--- config.mk ---
export PLATFORM = sky130hd
export DESIGN_NAME = rc4_key_schedule
export DESIGN_NICKNAME = d
export VERILOG_FILES = /design/src/rtl/rc4_pkg.sv /design/src/rtl/rc4_key_byte_sel.sv /design/src/rtl/rc4_key_schedule.sv
export SDC_FILE = /design/constraint.sdc
export NUM_CORES = 1
export LEC_CHECK = 0
export BUFFER_PORTS_ARGS = -buffer_cell sky130_fd_sc_hd__buf_2
export CAP_MARGIN = 20
export CORE_MARGIN = 2
export CORE_UTILIZATION = 30
export DETAILED_ROUTE_END_ITERATION = 8
export GPL_ROUTABILITY_DRIVEN = 0
export PLACE_DENSITY = 0.44
export SLEW_MARGIN = 20
export SYNTH_ARGS = -nofsm -noshare
export SYNTH_HDL_FRONTEND = slang
export SYNTH_SLANG_ARGS = --single-unit
--- constraint.sdc ---
create_clock -name clk -period 6.5 [get_ports clk]
set_input_delay 0.65 -clock clk [delete_from_list [all_inputs] [get_ports clk]]
set_output_delay 0.65 -clock clk [all_outputs]
set_load 0.05 [all_outputs]
--- src/rtl/rc4_pkg.sv ---
// rc4_pkg: shared types and constants for the RC4 key-schedule engine.
`timescale 1ns/1ps
package rc4_pkg;

    // Sequencer states. The shuffle walks RD_I -> RD_J -> WR_I -> WR_J once per i.
    typedef enum logic [2:0] {
        ST_IDLE   = 3'd0,
        ST_INIT   = 3'd1,
        ST_RD_I   = 3'd2,
        ST_RD_J   = 3'd3,
        ST_WR_I   = 3'd4,
        ST_WR_J   = 3'd5,
        ST_FINISH = 3'd6
    } state_t;

    // Externally visible phase encodings.
    localparam logic [1:0] PHASE_IDLE   = 2'd0;
    localparam logic [1:0] PHASE_INIT   = 2'd1;
    localparam logic [1:0] PHASE_SHUF   = 2'd2;
    localparam logic [1:0] PHASE_FINISH = 2'd3;

    // Bit positions inside the mode input.
    localparam int MODE_INIT_B = 0;
    localparam int MODE_SHUF_B = 1;

    // Map a sequencer state onto the coarse phase reported to the control FSM.
    function automatic logic [1:0] phase_of(state_t s);
        case (s)
            ST_INIT:                             return PHASE_INIT;
            ST_RD_I, ST_RD_J, ST_WR_I, ST_WR_J:  return PHASE_SHUF;
            ST_FINISH:                           return PHASE_FINISH;
            default:                             return PHASE_IDLE;
        endcase
    endfunction

    // Width of the key-byte index; a one-byte key still needs a one-bit index.
    function automatic int kidx_width(int key_bytes);
        return (key_bytes > 1) ? $clog2(key_bytes) : 1;
    endfunction

endpackage

--- src/rtl/rc4_key_byte_sel.sv ---
// rc4_key_byte_sel: picks key byte kidx from the latched key.
// Byte 0 is the most significant byte of the key vector.
`timescale 1ns/1ps
module rc4_key_byte_sel
    import rc4_pkg::*;
#(
    parameter int KEY_BYTES = 3,
    parameter int KIDX_W    = kidx_width(KEY_BYTES)
) (
    input  logic [8*KEY_BYTES-1:0] key,
    input  logic [KIDX_W-1:0]      kidx,
    output logic [7:0]             key_byte
);

    // Plain mux over the key bytes; out-of-range indices read as zero.
    always_comb begin
        key_byte = '0;
        for (int b = 0; b < KEY_BYTES; b++) begin
            if (kidx == KIDX_W'(b)) begin
                key_byte = key[8*(KEY_BYTES-1-b) +: 8];
            end
        end
    end

endmodule

--- src/rtl/rc4_key_schedule.sv ---
// rc4_key_schedule: sequences RC4 identity init and key shuffle over a
// single-port synchronous S memory, with start/busy/done, mode and abort.
`timescale 1ns/1ps
module rc4_key_schedule
    import rc4_pkg::*;
#(
    parameter int N_W       = 8,
    parameter int KEY_BYTES = 3
) (
    input  logic                   clk,
    input  logic                   reset_n,
    input  logic                   start,
    input  logic [1:0]             mode,
    input  logic                   abort,
    input  logic [8*KEY_BYTES-1:0] key,
    output logic                   busy,
    output logic                   done,
    output logic [1:0]             phase,
    output logic [N_W-1:0]         mem_addr,
    output logic [N_W-1:0]         mem_wdata,
    output logic                   mem_wren,
    input  logic [N_W-1:0]         mem_rdata
);

    localparam int             KIDX_W = kidx_width(KEY_BYTES);
    localparam logic [N_W-1:0] I_LAST = '1;

    state_t                 state;
    state_t                 state_next;
    logic [N_W-1:0]         i;
    logic [N_W-1:0]         j;
    logic [N_W-1:0]         si;
    logic [KIDX_W-1:0]      kidx;
    logic [8*KEY_BYTES-1:0] key_r;
    logic                   shuf_r;
    logic [7:0]             key_byte;
    logic [N_W-1:0]         key_byte_n;
    logic [N_W-1:0]         jn;

    rc4_key_byte_sel #(
        .KEY_BYTES (KEY_BYTES),
        .KIDX_W    (KIDX_W)
    ) u_key_byte_sel (
        .key      (key_r),
        .kidx     (kidx),
        .key_byte (key_byte)
    );

    // Key byte folded to the S width, and the candidate j while S[i] is on rdata.
    always_comb begin
        key_byte_n = N_W'(key_byte);
        jn         = j + mem_rdata + key_byte_n;
    end

    // Next-state selection; abort overrides every transition.
    always_comb begin
        state_next = state;
        if (abort) begin
            state_next = ST_IDLE;
        end else begin
            case (state)
                ST_IDLE: begin
                    if (start) begin
                        if (mode == 2'b00)           state_next = ST_FINISH;
                        else if (mode[MODE_INIT_B])  state_next = ST_INIT;
                        else                         state_next = ST_RD_I;
                    end
                end
                ST_INIT: begin
                    if (i == I_LAST) state_next = shuf_r ? ST_RD_I : ST_FINISH;
                end
                ST_RD_I:   state_next = ST_RD_J;
                ST_RD_J:   state_next = ST_WR_I;
                ST_WR_I:   state_next = ST_WR_J;
                ST_WR_J:   state_next = (i == I_LAST) ? ST_FINISH : ST_RD_I;
                ST_FINISH: state_next = ST_IDLE;
                default:   state_next = ST_IDLE;
            endcase
        end
    end

    // Memory port driven from the current state; RD_J forwards jn straight to the address.
    always_comb begin
        mem_addr  = '0;
        mem_wdata = '0;
        mem_wren  = 1'b0;
        case (state)
            ST_INIT: begin
                mem_addr  = i;
                mem_wdata = i;
                mem_wren  = 1'b1;
            end
            ST_RD_I: mem_addr = i;
            ST_RD_J: mem_addr = jn;
            ST_WR_I: begin
                mem_addr  = i;
                mem_wdata = mem_rdata;
                mem_wren  = 1'b1;
            end
            ST_WR_J: begin
                mem_addr  = j;
                mem_wdata = si;
                mem_wren  = 1'b1;
            end
            default: ;
        endcase
    end

    // State register, registered status outputs and the i/j/kidx/si datapath.
    always_ff @(posedge clk) begin
        if (!reset_n) begin
            state  <= ST_IDLE;
            busy   <= 1'b0;
            done   <= 1'b0;
            phase  <= PHASE_IDLE;
            i      <= '0;
            j      <= '0;
            si     <= '0;
            kidx   <= '0;
            key_r  <= '0;
            shuf_r <= 1'b0;
        end else begin
            state <= state_next;
            busy  <= (state_next != ST_IDLE) && (state_next != ST_FINISH);
            done  <= (state_next == ST_FINISH);
            phase <= phase_of(state_next);
            if (!abort) begin
                case (state)
                    ST_IDLE: begin
                        if (start) begin
                            key_r  <= key;
                            shuf_r <= mode[MODE_SHUF_B];
                            i      <= '0;
                            j      <= '0;
                            kidx   <= '0;
                        end
                    end
                    ST_INIT: i <= i + 1'b1;
                    ST_RD_J: begin
                        si <= mem_rdata;
                        j  <= jn;
                    end
                    ST_WR_J: begin
                        i    <= i + 1'b1;
                        kidx <= (kidx == KIDX_W'(KEY_BYTES-1)) ? '0 : kidx + 1'b1;
                    end
                    default: ;
                endcase
            end
        end
    end

endmodule

# After elaboration in Yosys (flattened, before gate mapping)
# Index checks and enable logic that the tools add are counted.
[classes] mux=21 add_sub_neg=4 eq_ne=16 n_bitwise=1 shift=0 reduce_logical=17 n_div=0 order_cmp=0 mul=0
[op_table] op="8-bit one-hot mux with 3 select lines" count=2
[op_table] op="8-bit two-way mux" count=4
[op_table] op="8-bit one-hot mux with 2 select lines" count=2
[op_table] op="3-bit two-way mux" count=6
[op_table] op="3-bit one-hot mux with 6 select lines" count=1
[op_table] op="8-bit adder" count=2
[op_table] op="3-bit equality test (second input constant)" count=5
[op_table] op="3-bit by 2-bit equality test with 1-bit output (second input constant)" count=4
[op_table] op="3-bit AND reduction" count=4
[op_table] op="8-bit by 1-bit adder with 8-bit output (second input constant)" count=1
[op_table] op="8-bit equality test (second input constant)" count=1
[op_table] op="3-bit by 1-bit equality test with 1-bit output (second input constant)" count=2
[op_table] op="2-bit two-way mux" count=3
[op_table] op="2-bit one-hot mux with 3 select lines" count=1
[op_table] op="2-bit nonzero test" count=3
[op_table] op="3-bit OR reduction" count=2
[op_table] op="2-bit zero test" count=2
[op_table] op="2-bit one-hot mux with 2 select lines" count=1
[op_table] op="4-bit OR reduction" count=1
[op_table] op="3-bit zero test" count=1
[op_table] op="3-bit inequality test (second input constant)" count=1
[op_table] op="3-bit nonzero test" count=1
[op_table] op="2-bit by 1-bit adder with 2-bit output (second input constant)" count=1
[op_table] op="2-bit by 1-bit equality test with 1-bit output (second input constant)" count=1
[op_table] op="7 further kinds" count=7
[word_totals] regBits=58 mem_bits_rw=0 output_inout_bits=21 latch_bits=0 rom_bits=0 memories=0

# Depth between registers and ports, before layout
[depth] ltp_word=8 depth_mapped=13

# By module
# From an unflattened synthesis, not the netlist that was laid out.
[hier_totals] cells_unflattened=398 hier_area_um2=3350.7
[modules_own_cells] module="rc4_key_schedule" area_each_um2=3153.0 cells_each=378 n_inst=1
[modules_own_cells] module="rc4_key_byte_sel" area_each_um2=197.7 cells_each=20 n_inst=1

# Worst setup path before layout
# Ideal clock, no wire load.
[synth_path] path_type="flip-flop to output port" from="register kidx[1]" to="output port mem_addr[7]" required_time_ps=5850 slack_ps=2271 stages_incl_launch_ff=13 t_arrival_ps=3579 n_path_buf=1 cell_sequence="dfxtp_1 > buf_2 > mux2i_1 > o21ai_0 > fa_1 > ha_1 > inv_1 > fa_1 > nor2b_1 > o31a_1 > o22a_1 > xor2_1 > o21ai_0"
[synth_between] elab_chain_len=6 word_cells_on_any_way=8 classes_between="add/sub: 1; eq/ne: 2; mux: 4; reduce/logical: 1"
[synth_lines] item="from (decl)" line="rc4_key_schedule.sv:33" rtl="logic [KIDX_W-1:0] kidx;"
[synth_lines] item="from (signal assigned)" line="rc4_key_schedule.sv:145" rtl="kidx <= (kidx == KIDX_W'(KEY_BYTES-1)) ? '0 : kidx + 1'b1;"
[synth_lines] item="2-bit zero test" line="rc4_key_byte_sel.sv:19" rtl="if (kidx == KIDX_W'(b)) begin"
[synth_lines] item="8-bit two-way mux (2 in series)" line="rc4_key_byte_sel.sv:19"
[synth_lines] item="8-bit two-way mux (*)" line="rc4_key_byte_sel.sv:19"
[synth_lines] item="8-bit adder (*)" line="rc4_key_schedule.sv:52" rtl="jn = j + mem_rdata + key_byte_n;"
[synth_lines] item="8-bit one-hot mux with 3 select lines (*)" line="rc4_key_schedule.sv:87" rtl="case (state)"
[synth_lines] item="to (decl)" line="rc4_key_schedule.sv:19" rtl="output logic [N_W-1:0] mem_addr,"
# Mark *: on every way between the ends. The rest lies on a longest branch, timed or not.

# Final worst setup path
# Ends and elaborated chain as after synthesis.

==> impl_metrics.tcl <==
set metrics [dict create \
    cp-start-kind "flop" \
    port_buffers 58 \
    switching_share 0.2876 \
    final_hold_viol_count 0 \
    async_flop_share 0 \
    top_layer "met4" \
    powerDensity_mw_per_mm2 213.9 \
    diodes 0 \
    critPathMaxStageDelay_ns 0.66 \
    die_area_mm2 0.01203 \
    power_frac_seq 0.445 \
    avgSynthCellArea_um2 8.209 \
    hp-class "flop to flop" \
    p_sw_uw 241.2 \
    cp_max_fo 11 \
    fin_ws_ns 2.127 \
    final_cells 598 \
    h-tree-depth 3 \
    clock_sink_count 58 \
    via_count 2950 \
    grt_pass1_vias 2768 \
    cp.required_ns 5.85 \
    cts_max_path_buffers 2 \
    drv_slew 0 \
    wire_per_inst_um 15.37 \
    cts_hold_buffers 0 \
    cts_buffers 9 \
    synth_area_mm2 0.003349 \
    fin_tns_setup_ns 0 \
    slew_headroom 0.3416 \
    place_ws_ns 2.493 \
    chipWidth_um 109.7 \
    cts-root-buf "clkbuf_8" \
    nFillCells 1185 \
    drc 0 \
    dr.pass1.iters 4 \
    place_inst 582 \
    post_cts_buffers 0 \
    synth_seq_cells 58 \
    outcome "finished clean" \
    report.power.total_uw 838.6 \
    skew_ns 0.01284 \
    synth_edf_count 0 \
    syn_nets 461 \
    setup_viol 0 \
    cp_data_arrival_time_ns 3.72 \
    num_io_pins 59 \
    dr.first_iter.drc_count 110 \
    cap_viol_max_count 0 \
    worst_pin_slew_ns 0.9863 \
    seq_area_mm2 0.001161 \
    final_net_count 506 \
    critPathKind "flop to primary output" \
    rsz0062_at_grt "no" \
    dp_hpwl_um 6627 \
    multi_input_area_mm2 0.002026 \
    period_share 0.6727 \
    via_per_inst 4.933 \
    cp_cell_sequence "nor2b_1 -> nand2_1 -> o21ai_0 -> fa_1 -> ha_1 -> inv_1 -> fa_1 -> nor2b_1 -> o31a_1 -> o22a_1 -> xor2_1 -> o21ai_0 -> buf_2" \
    fin_crit_ns 4.373 \
    clkPwrFrac 0.416 \
    core_area_mm2 0.01089 \
    path_delay_family "adder cells" \
    ys_types 51 \
    postSynthCellCount 408 \
    clock_latency_ns 0.34 \
    yosysSeqAreaShare 0.3467 \
    cts_resized 0 \
    area_delta_synth_final_pct 17.03 \
    drive_gt1_frac 0.1987 \
    crit_buf_inv 2 \
    grt_max_degree 50 \
    ys_warn_count 0 \
    grt_pass1_wl_um 14680 \
    routed-wl-met3_um 445 \
    met2_length_um 3983 \
    ant_nets 0 \
    wirelength_met1_um 4535 \
    path_clk_slew_ns 0.07 \
    overflow 0 \
    cpMaxStageDelayCell "dfxtp_1" \
    drt-total-wl_um 9189 \
    antenna_found_initial 0 \
    power_frac_comb 0.139 \
    intPower_uw 597.4 \
    num_rows 38 \
    max-vdd-ir-drop_mv 0.08725 \
    yosys_most_used_dff "dfxtp_1" \
    gr-usage-all-layers 0.1612 \
    cts_tree "done" \
    p_leak_nw 1.515 \
    rrSetupSlack_ns 3.28 \
    die_h_um 109.7 \
    clock.fmax_mhz 228.7 \
    end_kind "primary output" \
    hold_slack_ns 0.4556 \
    initial_core_util 0.3076 \
]
==> layout by cell type (no fill, tap or decap), drive strengths merged, types with 4 or more instances in the layout <==
cell type / netlist / final
a21boi: 36 / 36
a21oi: 11 / 11
a22oi: 18 / 18
buf: 15 / 62
clkbuf: 13 / 10
dfxtp: 58 / 58
fa: 8 / 8
ha: 7 / 7
inv: 9 / 9
mux2: 7 / 7
mux2i: 14 / 14
nand2: 83 / 83
nand3: 8 / 8
nand4: 7 / 7
nor2: 29 / 29
nor2b: 12 / 12
nor3: 4 / 4
o21ai: 18 / 18
o22ai: 4 / 4
or2: 4 / 4
xnor2: 4 / 4
xor2: 7 / 7
==> power groups by stage <==
| stage | clock network (mW) | logic (mW) | registers [mW] |
|---|---|---|---|
| 6_report | 0.348 | 0.117 | 0.373 |
| 5_1_grt | 0.375 | 0.131 | 0.375 |
| 4_1_cts | 0.360 | 0.118 | 0.374 |
| 3_5_place_dp | 0 | 0.118 | 0.382 |
| 3_3_place_gp | 0 | 0.117 | 0.382 |
| 2_1_floorplan | 0 | 0.0770 | 0.383 |
==> area by class of cell <==
| class | count | area share |
|---|---|---|
| timing repair buffer | 62 | 0.08171 |
| clock inverter | 6 | 0.01692 |
| inverter | 9 | 0.008618 |
| sequential | 58 | 0.2962 |
| clock buffer | 10 | 0.03511 |
| tap | 140 | 0.04469 |
| multi-input combinational | 313 | 0.5168 |
==> cell families (layout without fill, tap and decap cells) <==
kind of cell | count (synthesis) | in the layout | share of synthesized area
adder cells (fa/ha/maj) | 15 | 15 | 0.07396
multiplexers | 21 | 21 | 0.06537
AND/OR/NAND/NOR | 162 | 162 | 0.2215
flip-flops | 58 | 58 | 0.3467
buffers and inverters | 37 | 87 | 0.05005
AO/OA/AOI/OAI | 104 | 104 | 0.2137
XOR/XNOR | 11 | 11 | 0.02876
==> flip-flops by register name, indices dropped and copies added (netlist names) <==
signal	flops
busy	1
shuf_r	1
kidx	2
done	1
key_r	24
si	8
j	8
phase	2
state	3
i	8
==> path summary, 6_finish.rpt <==
check | depth (start not counted) | endpoint | startpoint
setup reg to reg | 12 | j[5] | kidx[1]
hold / removal | 2 | key_r[7] | key_r[7]
hold reg to reg | 2 | key_r[7] | key_r[7]
setup / recovery | 13 | mem_addr[7] | kidx[1]
==> cell usage after synthesis, drive strengths merged (2+ instances only) <==
master,instances,area (um2)
a211o,3,26.28
mux2i,14,140.1
and2,2,12.51
fa,8,160.2
nand2,83,311.6
o21ai,18,90.09
nand3,8,40.04
nand3b,3,22.52
or3,3,18.77
a211oi,3,22.52
xnor2,4,35.03
buf,15,85.07
o22ai,4,25.02
nor3,4,25.02
o21a,2,15.01
inv,9,33.78
nor2b,12,75.07
nand2b,3,18.77
a21boi,36,270.3
or2,4,25.03
dfxtp,58,1161
clkbuf,13,48.80
xor2,7,61.31
nand4,7,43.79
nor2,29,118.9
ha,7,87.58
a22oi,18,135.1
mux2,7,78.83
a21oi,11,55.05
==> metal layers <==
metal  track usage  up-vias
met5             0        -
met4       0.06420        0
met2        0.2385       82
met3       0.03616       12
li1              -     1501
met1        0.2263     1355
==> tightest hold or removal path: cells and delay by family (launching register included) <==
family,cells,cell delay [ns]
compound gates,1,0.05
flops,1,0.31
simple gates,1,0.05
==> per-stage QoR <==
step	util	area [um2]
global route	0.3600	3920
CTS	0.3600	3920
global placement	0.3408	3711
floorplan	-	3349
finish	0.3600	3920
detailed placement	0.3413	3716
(Power assumes the default switching activity.)
